==> config.mk <==
export PLATFORM = sky130hd
export DESIGN_NAME = ir_queue
export DESIGN_NICKNAME = d
export VERILOG_FILES = /design/src/rtl/ir_queue.sv
export SDC_FILE = /design/constraint.sdc
export NUM_CORES = 1
export LEC_CHECK = 0
export CAP_MARGIN = 40
export CORE_AREA = 2 2 118 63
export DETAILED_ROUTE_END_ITERATION = 8
export DIE_AREA = 0 0 120 65
export PLACE_DENSITY = 0.85
export SETUP_SLACK_MARGIN = 0.15
export SLEW_MARGIN = 20
export SYNTH_ARGS = -nofsm -noshare
export SYNTH_HDL_FRONTEND = slang
export SYNTH_SLANG_ARGS = --single-unit
==> constraint.sdc <==
create_clock -name clk -period 4.37 [get_ports clk]
set_clock_uncertainty 0.2 [all_clocks]
set_input_delay 0.874 -clock clk [delete_from_list [all_inputs] [get_ports clk]]
set_output_delay 0.874 -clock clk [all_outputs]
set_load 0.01 [all_outputs]
==> src/rtl/ir_queue.sv <==
// ir_queue: multi-entry instruction register (FIFO) between instruction ROM
// and the controller. Holds up to DEPTH fetched words in arrival order and
// presents the oldest word and its opcode field. A consume strobe retires
// the head word; a flush strobe discards every held word (branch/jump).
//
// Optional feature macro: IR_QUEUE_OVF_EN -- adds a sticky overflow flag
// that records a load dropped because the queue was full.
//
// Ports:
//   clk       in   system clock, rising edge
//   reset     in   asynchronous active-high reset
//   ld        in   load request: write data_in at the tail
//   data_in   in   [WIDTH-1:0] instruction word from ROM
//   adv       in   consume request: retire the head word
//   flush     in   discard all held words (wins over ld and adv)
//   data_out  out  [WIDTH-1:0] head word, 0 when empty
//   opcode    out  [OPC_W-1:0] top OPC_W bits of data_out
//   valid     out  queue holds at least one word
//   full      out  queue holds DEPTH words
//   count     out  [$clog2(DEPTH+1)-1:0] number of held words
//   ovf       out  sticky dropped-load flag (IR_QUEUE_OVF_EN only)
module ir_queue #(
  parameter int WIDTH = 16,
  parameter int DEPTH = 4,
  parameter int OPC_W = 4
) (
  input  logic                       clk,
  input  logic                       reset,
  input  logic                       ld,
  input  logic [WIDTH-1:0]           data_in,
  input  logic                       adv,
  input  logic                       flush,
  output logic [WIDTH-1:0]           data_out,
  output logic [OPC_W-1:0]           opcode,
  output logic                       valid,
  output logic                       full,
  output logic [$clog2(DEPTH+1)-1:0] count
`ifdef IR_QUEUE_OVF_EN
  ,
  output logic                       ovf
`endif
);

  localparam int AW = $clog2(DEPTH);
  localparam int CW = $clog2(DEPTH+1);

  logic [WIDTH-1:0] r_mem [DEPTH];
  logic [AW-1:0]    r_rd_ptr;
  logic [AW-1:0]    r_wr_ptr;
  logic [CW-1:0]    r_count;

  logic w_valid;
  logic w_full;
  logic w_pop;
  logic w_push;

  assign w_valid = (r_count != '0);
  assign w_full  = (r_count == CW'(DEPTH));
  assign w_pop   = adv && w_valid;
  // A pop in the same cycle frees a slot, so a full queue can still accept.
  assign w_push  = ld && (!w_full || w_pop);

  // Storage is not cleared by flush; the empty-state output mask hides it.
  always_ff @(posedge clk or posedge reset) begin
    if (reset) begin
      for (int unsigned i = 0; i < DEPTH; i++) begin
        r_mem[i] <= '0;
      end
    end else if (!flush && w_push) begin
      r_mem[r_wr_ptr] <= data_in;
    end
  end

  always_ff @(posedge clk or posedge reset) begin
    if (reset) begin
      r_rd_ptr <= '0;
      r_wr_ptr <= '0;
      r_count  <= '0;
    end else if (flush) begin
      r_rd_ptr <= '0;
      r_wr_ptr <= '0;
      r_count  <= '0;
    end else begin
      if (w_push) begin
        r_wr_ptr <= r_wr_ptr + 1'b1;
      end
      if (w_pop) begin
        r_rd_ptr <= r_rd_ptr + 1'b1;
      end
      if (w_push && !w_pop) begin
        r_count <= r_count + 1'b1;
      end else if (w_pop && !w_push) begin
        r_count <= r_count - 1'b1;
      end
    end
  end

`ifdef IR_QUEUE_OVF_EN
  logic r_ovf;

  always_ff @(posedge clk or posedge reset) begin
    if (reset) begin
      r_ovf <= 1'b0;
    end else if (flush) begin
      r_ovf <= 1'b0;
    end else if (ld && w_full && !w_pop) begin
      r_ovf <= 1'b1;
    end
  end

  assign ovf = r_ovf;
`endif

  // All outputs derive from registered state only.
  assign data_out = w_valid ? r_mem[r_rd_ptr] : '0;
  assign opcode   = data_out[WIDTH-1 -: OPC_W];
  assign valid    = w_valid;
  assign full     = w_full;
  assign count    = r_count;

endmodule

**Word-level counts from Yosys, hierarchy flattened**

Index checks and enable logic that the tools add are counted.

- Bits of input ports: 21
- Register bits after elaboration: 71

- $lt $le $gt $ge: 3
- Add/subtract/negate cells: 4
- Bitwise gates (word level): 2
- Reduce and logical (&&, ||, !) cells: 15
- Equality and inequality tests: 1
- Muxes and demuxes: 14

Operators with widths:

| cell | number |
|---|---|
| $bwmux W64 | 1 |
| $mux W16 | 4 |
| $bmux W16 S2 | 1 |
| $demux W16 S2 | 1 |
| $mux W3 | 3 |
| $mux W2 | 4 |
| $ge A3 B3 Y1 const B | 2 |
| $logic_and A1 B1 Y1 | 6 |
| $not A2 Y3 | 2 |
| $reduce_bool A3 Y1 | 2 |
| $add A2 B1 Y2 const B | 2 |
| $logic_not A1 Y1 | 4 |
| $reduce_bool A2 Y1 | 2 |
| $add A3 B1 Y3 const B | 1 |
| $eq A3 B3 Y1 const B | 1 |
| $lt A3 B1 Y1 const B | 1 |
| $sub A3 B1 Y3 const B | 1 |
| $logic_or A1 B1 Y1 | 1 |

**Depth between registers and ports, before layout**

Gate-level depths: netlist (run 1).

- Depth after elaboration: 9
- Depth in mapped cells: 8
- Mapped depth without buffers: 7

**Worst setup path after synthesis (run 1)**

OpenSTA, ideal clock, no wires.

- Kind: register to output
- From: register r_count[1], in the netlist count[1]
- To: output port opcode[0]
- Data arrival time: 1.684 ns
- Path slack: 1.612 ns
- Cell stages (with the launch flop): 6
- Buffers on the path: 3
- Cell sequence: dfrtp_1 buf_2 nor3_1 clkbuf_1 nor2b_1 buf_4

- Cells in the longest elaborated chain, start to end: 2

RTL lines:

| what | line | source |
|---|---|---|
| start, declared | 50 | `logic [CW-1:0] r_count;` |
| start signal, assigned | 91 | `r_count <= r_count + 1'b1;` |
| start signal, assigned | 93 | `r_count <= r_count - 1'b1;` |
| $reduce_bool A3 Y1 | 57 | `assign w_valid = (r_count != '0);` |
| $mux W16 | 115 | `assign data_out = w_valid ? r_mem[r_rd_ptr] : '0;` |
| end, declared | 34 | `output logic [OPC_W-1:0] opcode,` |

Every way passes these cells.

**Worst setup path in the final report (run 1)**

- From: register r_rd_ptr[1]
- To: output port data_out[14]

- Cells in the longest elaborated chain, start to end: 5

RTL lines:

| what | line | source |
|---|---|---|
| start, declared | 48 | `logic [AW-1:0] r_rd_ptr;` |
| start signal, assigned | 88 | `r_rd_ptr <= r_rd_ptr + 1'b1;` |
| $not A2 Y3 (not written as such) | 115 |  |
| $bmux W16 S2 | 115 |  |
| $mux W16 (not written as such) (2 in a row) | 115 |  |
| $mux W16 | 115 |  |
| end, declared | 33 | `output logic [WIDTH-1:0] data_out,` |

Every way passes these cells. The select of a mux whose other input is x is not followed.

==> out/metrics.csv, run 1 <==
metric,value,unit
num-fill-cells,483,
start_util,52.3,%
status,"complete, no violations",
rows,22,
yosysUniqueCellTypes,31,
clk_pin_slew,0.05,ns
rr_worst_depth,7,
place_congestion,0.796,
maxCapViolCount,0,
cts_buffer_depth,2,
finalNetCount,314,
crit_slowest_cell,dfrtp_1,
crit_chain,buf_4 > mux4_2 > nor2b_1 > clkdlybuf4s50_1,
finalCriticalPeriod,3.52,ns
design.die.area,7800,um^2
yosys_warnings,0,
globalRouteOverflowTotal,0,
clk_latency,0.33,ns
first_iter_violations,141,
wirelength_met1,3.62,mm
grt_start_max_net_pins,32,
die_w,120,um
area_delta_synth_final,22.6,%
hold_path_class,register to register,
cts_inserted_buffers,9,
h-tree-depth,3,
path_max_fanout,12,
mappedNetlistArea,3610,um^2
mostFrequentLayoutCell,dfrtp_1,
seq_area_frac_synth,49.2,%
io_buffers,45,
hold_violations,0,
fin_crit_sh,80.6,%
first_pass_iters,4,
antenna_cells,0,
start_kind,register,
cp-end-kind,output port,
drc,0,
core-area,6910,um^2
ctsHoldBuffers,0,
dpl.cell_count,373,
rsz0062_at_grt,false,
grt_pass1_vias,2288,
cpPeakStageDelay,0.68,ns
stdcell_area,4430,um^2
post-cts-setup-buffers,0,
clkSinkCount,71,
setup_tns,0,ns
min_delay_worst_endpoint,r_mem[18]$_DFFE_PP0P_,
cp_num_buf_inv,2,
placed_area,4170,um^2
stdcell_count,388,
drv_slew,0,
hp-start,r_mem[18]$_DFFE_PP0P_,
maxSlewHeadroom,54.9,%
ys_seq_elements,71,
num_io_pins,46,
grt_pass1_wl,12.3,mm
wl_met2,3.31,mm
cts-resized-gates,0,
vias_per_cell,5.27,
rrSetupSlack,2.06,ns
post-route-util,64.1,%
routed_wl,7.29,mm
grtUsageTotal,21.7,%
layout-drive-gt1-share,38.4,%
wl_per_cell,18.8,um
die_h,65,um
cts_tree,yes,
syn_area_per_cell,14.9,um^2
met3WireLength,289,um
cts-root-buf,clkbuf_16,
syn_nets,269,
rr_endpoint,count[2]$_DFFE_PP0P_,
worst_pin_slew,0.675,ns
peakVddDrop,0.339,mV
dp_hpwl,4.89,mm
top_layer,met4,
drtAntennaViolNets,0,
powerDensity,680,nW/um^2
leakage,1.89,nW
r2r_start,count[0]$_DFFE_PP0P_,
syn_inst,243,
antenna_found_initial,0,
crit_arrival,2.45,ns
dr_total_vias,2045,
critPathRequiredTime,3.30,ns
setup_violations,0,
mostFrequentLayoutCells,"dfrtp_1 (71), clkdlybuf4s50_1 (45), mux2_2 (37), mux2_4 (30), nor2b_1 (18)",
hold_depth,1,
crit_family,buffers and inverters,
clock.fmax,284,MHz
hold_slack,0.300,ns
critPathKind,register to output port,
-- through the flow --
| stage | power [W] | setup WS, ns |
|---|---|---|
| finish | 0.00301 | 0.848 |
| global placement | 0.00233 | 1.15 |
| floorplan | 0.00191 | 1.50 |
| global route | 0.00319 | 0.706 |
| detailed placement | 0.00237 | 1.10 |
| CTS | 0.00304 | 0.801 |
-- final cells by class --
| cell class | count | area (um^2) | area share (%) |
|---|---|---|---|
| clock buffer | 14 | 254 | 5.73 |
| clock inverter | 1 | 5.00 | 0.113 |
| inverter | 6 | 22.5 | 0.508 |
| multi-input combinational | 144 | 1720 | 38.8 |
| sequential | 71 | 1780 | 40.1 |
| tap | 96 | 120 | 2.71 |
| timing repair buffer | 56 | 533 | 12.0 |
-- cells in the mapped netlist (all sizes together) --
| master | number | area [um^2] |
|---|---|---|
| a221oi | 1 | 8.76 |
| a31oi | 2 | 12.5 |
| and2 | 1 | 6.26 |
| buf | 20 | 138 |
| clkbuf | 2 | 7.51 |
| dfrtp | 71 | 1780 |
| fa | 1 | 20.0 |
| ha | 4 | 50.1 |
| inv | 6 | 22.5 |
| mux2 | 67 | 867 |
| mux2i | 2 | 20.0 |
| mux4 | 16 | 360 |
| nand2 | 2 | 7.51 |
| nand2b | 4 | 25.0 |
| nor2 | 11 | 41.3 |
| nor2b | 18 | 113 |
| nor3 | 2 | 15.0 |
| nor4b | 2 | 32.5 |
| nor4bb | 3 | 30.0 |
| o21a | 1 | 7.51 |
| o21ai | 1 | 5.00 |
| o311ai | 1 | 8.76 |
| o31ai | 1 | 7.51 |
| or3 | 1 | 6.26 |
| xnor2 | 1 | 8.76 |
| xor2 | 2 | 17.5 |
-- worst max path at each step --
stage	start	cells past startpoint	to	slack, ns
detailed placement	adv	5	r_mem[20]$_DFFE_PP0P_	1.10
global placement	adv	5	r_mem[20]$_DFFE_PP0P_	1.15
CTS	r_rd_ptr[0]$_DFFE_PP0P_	4	opcode[3]	0.80
global route	r_rd_ptr[0]$_DFFE_PP0P_	4	opcode[3]	0.71
floorplan	reset	1	count[0]$_DFFE_PP0P_	1.50
finish	r_rd_ptr[1]$_DFFE_PP0P_	4	data_out[14]	0.85
-- kinds of logic (layout without fill, tap and decap cells) --
kind of cell	after synthesis	count (layout)	synth area share, %
flops	71	71	49.2
compound gates	7	7	1.38
mux	85	85	34.5
simple gates	44	44	7.65
buf+inv	28	77	4.64
xor+xnor	3	3	0.727
fa+ha+maj	5	5	1.94
-- worst reg2reg max path, stage by stage (launching register included) --
cell and delay [ns]:
dfrtp_1 0.51, nor2_1 0.28, and2_1 0.20, nor2_1 0.07, fa_1 0.42, nor4b_1 0.31, a31oi_1 0.07, a31oi_1 0.17
-- registers in the layout (all words and copies together) (netlist names) --
signal    count
r_mem        64
count         3
r_rd_ptr      2
r_wr_ptr      2
-- report_power, final --
part	switching, W	total (W)	internal [W]
clock network	0.000252	0.000648	0.000396
logic	0.000435	0.00124	0.000801
registers	0.000202	0.00113	0.000926
total	0.000889	0.00301	0.00212
-- metal layers --
| layer | track usage, % | vias to the layer above |
|---|---|---|
| li1 | - | 951 |
| met1 | 30.4 | 1040 |
| met2 | 32.1 | 45 |
| met3 | 7.39 | 9 |
| met4 | 7.06 | 0 |
| met5 | 0 | - |
Note: power is estimated with default switching activity, not from simulation.
==> run 2: changes to the inputs <==
--- a/config.mk
+++ b/config.mk
@@ -6,10 +6,10 @@
 export NUM_CORES = 1
 export LEC_CHECK = 0
 export CAP_MARGIN = 40
-export CORE_AREA = 2 2 118 63
+export CORE_AREA = 2 2 124 66
 export DETAILED_ROUTE_END_ITERATION = 8
-export DIE_AREA = 0 0 120 65
-export PLACE_DENSITY = 0.85
+export DIE_AREA = 0 0 126 68
+export PLACE_DENSITY = 0.81
 export SETUP_SLACK_MARGIN = 0.15
 export SLEW_MARGIN = 20
 export SYNTH_ARGS = -nofsm -noshare
==> constraint.sdc (replaced) <==
create_clock -name clk -period 2.98 [get_ports clk]
set_clock_uncertainty 0.2 [all_clocks]
set_input_delay 0.596 -clock clk [delete_from_list [all_inputs] [get_ports clk]]
set_output_delay 0.596 -clock clk [all_outputs]
set_load 0.01 [all_outputs]
==> out/metrics.csv, run 2 (synthesis results as in run 1) <==
metric,value,unit,change
die_h,68,um,+4.6%
design.die.area,8570,um^2,+9.8%
cts_buffer_depth,2,,unchanged
p_clk_share,22.0,%,+0.5 points
antenna_found_initial,0,,unchanged
preCtsSetupSlack,0.319,ns,-0.783 ns
start_util,47.6,%,-4.7 points
mostFrequentLayoutCell,dfrtp_1,,
place_congestion,0.763,,-4.1%
critPathKind,register to output port,,
area_delta_synth_final,28.6,%,
maxCapViolCount,0,,unchanged
clk_latency,0.33,ns,about the same
drtAntennaViolNets,0,,unchanged
setup_slack,0.163,ns,-0.685 ns
powerDensity,988,nW/um^2,+45%
hold_path_class,register to register,,
grt_pass1_wl,12.4,mm,+0.67%
rows,23,,+4.5%
hold_violations,0,,unchanged
clkSinkCount,71,,unchanged
largest_reg_flops,64,,unchanged
crit_arrival,2.02,ns,-0.43 ns
drc,0,,unchanged
mostFrequentLayoutCells,"dfrtp_1 (71), mux2_2 (37), clkdlybuf4s50_1 (32), mux2_4 (30), buf_4 (19)",,
io_buffers,45,,unchanged
start_kind,register,,
power.switching,0.00134,W,+51%
core-area,7600,um^2,+10%
globalRouteOverflowTotal,0,,unchanged
finalCriticalPeriod,2.82,ns,
sw_frac_of_total,29.2,%,-0.35 points
first_pass_iters,4,,unchanged
worst_pin_slew,0.614,ns,-0.0617 ns
cp-end-kind,output port,,
dr_total_vias,2233,,+9.2%
routed_wl,7.66,mm,+5.0%
peakVddDrop,0.415,mV,+22%
combPwrFrac,43.1,%,+2.0 points
status,"complete, no violations",,
finalNetCount,328,,+4.5%
setup_tns,0,ns,unchanged
grt_start_max_net_pins,72,,+130%
cts_inserted_buffers,9,,unchanged
wl_per_cell,18.9,um,+0.59%
antenna_cells,0,,unchanged
first_iter_violations,149,,+5.7%
num-fill-cells,576,,+19%
num_io_pins,46,,unchanged
critPathRequiredTime,2.18,ns,-1.12 ns
die_w,126,um,+5.0%
power_frac_seq,35.0,%,-2.4 points
maxSlewHeadroom,58.9,%,+4.0 points
clk_pin_slew,0.05,ns,about the same
drv_slew,0,,unchanged
clock.fmax,355,MHz,
layout-drive-gt1-share,42.0,%,+3.6 points
p_int,0.00325,W,+53%
cts_tree,yes,,
cts-root-buf,clkbuf_16,,
leakage,2.15,nW,+14%
vias_per_cell,5.51,,+4.6%
fin_crit_sh,94.5,%,
path_max_fanout,9,,-3
rsz0062_at_grt,true,,
grt_pass1_vias,2323,,+1.5%
grtUsageTotal,19.4,%,-2.3 points
setup_violations,0,,unchanged
h-tree-depth,3,,unchanged
largest-register,r_mem,,
dp_hpwl,5.01,mm,+2.3%
==> run 2: cell count changes in the layout (fill, tap and decap cells not counted) <==
cell             previous run  this run
clkdlybuf4s50_1            45        32
dlymetal6s2s_1              0        10
buf_4                      11        19
buf_12                      0         4
clkbuf_1                    4         1
clkbuf_8                    1         4
dlygate4sd2_1               0         3
buf_6                       0         1
buf_8                       0         1
clkinv_2                    1         0
==> run 2: critical path, cell delays in order (launching register included) <==
cell and delay [ns]:
dfrtp_1 0.39, buf_8 0.17, mux4_2 0.50, nor2b_1 0.16
clkdlybuf4s50_1 0.48
==> run 2: cell type report <==
type / count / area, um^2 / share of cell area, %
Timing Repair Buffer: 70 / 721 / 15.5
Tap cell: 100 / 125 / 2.69
Multi-Input combinational cell: 144 / 1720 / 37.0
Inverter: 6 / 22.5 / 0.484
Clock buffer: 14 / 284 / 6.11
Sequential cell: 71 / 1780 / 38.2
==> run 2: final timing paths <==
kind / cells after the start / end / from / slack, ns
setup / recovery: 4 / opcode[3] / r_rd_ptr[0]$_DFFE_PP0P_ / 0.16
hold / removal: 1 / r_mem[62]$_DFFE_PP0P_ / r_mem[62]$_DFFE_PP0P_ / 0.30
setup reg to reg: 8 / count[2]$_DFFE_PP0P_ / count[0]$_DFFE_PP0P_ / 0.65
hold reg to reg: 1 / r_mem[62]$_DFFE_PP0P_ / r_mem[62]$_DFFE_PP0P_ / 0.30
max in group asynchronous: 3 / r_mem[26]$_DFFE_PP0P_ / reset / 1.80
min in group asynchronous: 3 / r_mem[24]$_DFFE_PP0P_ / reset / 0.44
==> run 2: per-layer routing <==
metal	up-vias	track usage, %	share of wire, %
met5	-	0	0
met4	0	5.91	0.94
met3	8	5.47	4.8
met2	61	30.4	46
met1	1183	26.8	48
li1	981	-	-
==> run 2: power by group through the flow <==
stage | sequential, W | clock (W) | combinational, W
floorplan | 0.00151 | 0 | 0.00130
global placement | 0.00158 | 0 | 0.00191
detailed placement | 0.00161 | 0 | 0.00194
CTS | 0.00160 | 0.00103 | 0.00199
global route | 0.00165 | 0.00107 | 0.00213
finish | 0.00161 | 0.00101 | 0.00198
==> run 2: repair_timing <==
| item | 4_1_cts | 5_1_grt |
|---|---|---|
| gates resized for setup | 9 | 10 |
| buffers inserted | 6 | 4 |
| endpoints found under the setup margin | 18 | 16 |
| hold buffers | 0 | 0 |
| pin swaps | 0 | 0 |
==> run 2: stage by stage <==
step,hold slack (ns),std cells,total power [W],area [um^2],util (%)
2_1_floorplan,0.275,243,0.00281,3610,-
3_3_place_gp,0.285,381,0.00348,4250,55.9
3_5_place_dp,0.293,381,0.00354,4250,55.9
4_1_cts,0.307,401,0.00462,4590,60.5
5_1_grt,0.319,405,0.00485,4650,61.2
6_report,0.304,405,0.00459,4650,61.2
==> run 3: changes to the inputs <==
--- a/config.mk
+++ b/config.mk
@@ -9,6 +9,7 @@
 export CORE_AREA = 2 2 124 66
 export DETAILED_ROUTE_END_ITERATION = 8
 export DIE_AREA = 0 0 126 68
+export HOLD_SLACK_MARGIN = 0.12
 export PLACE_DENSITY = 0.81
 export SETUP_SLACK_MARGIN = 0.15
 export SLEW_MARGIN = 20
==> results of run 3 <==
Final layout, timing and power as in run 2 (identical DEF).
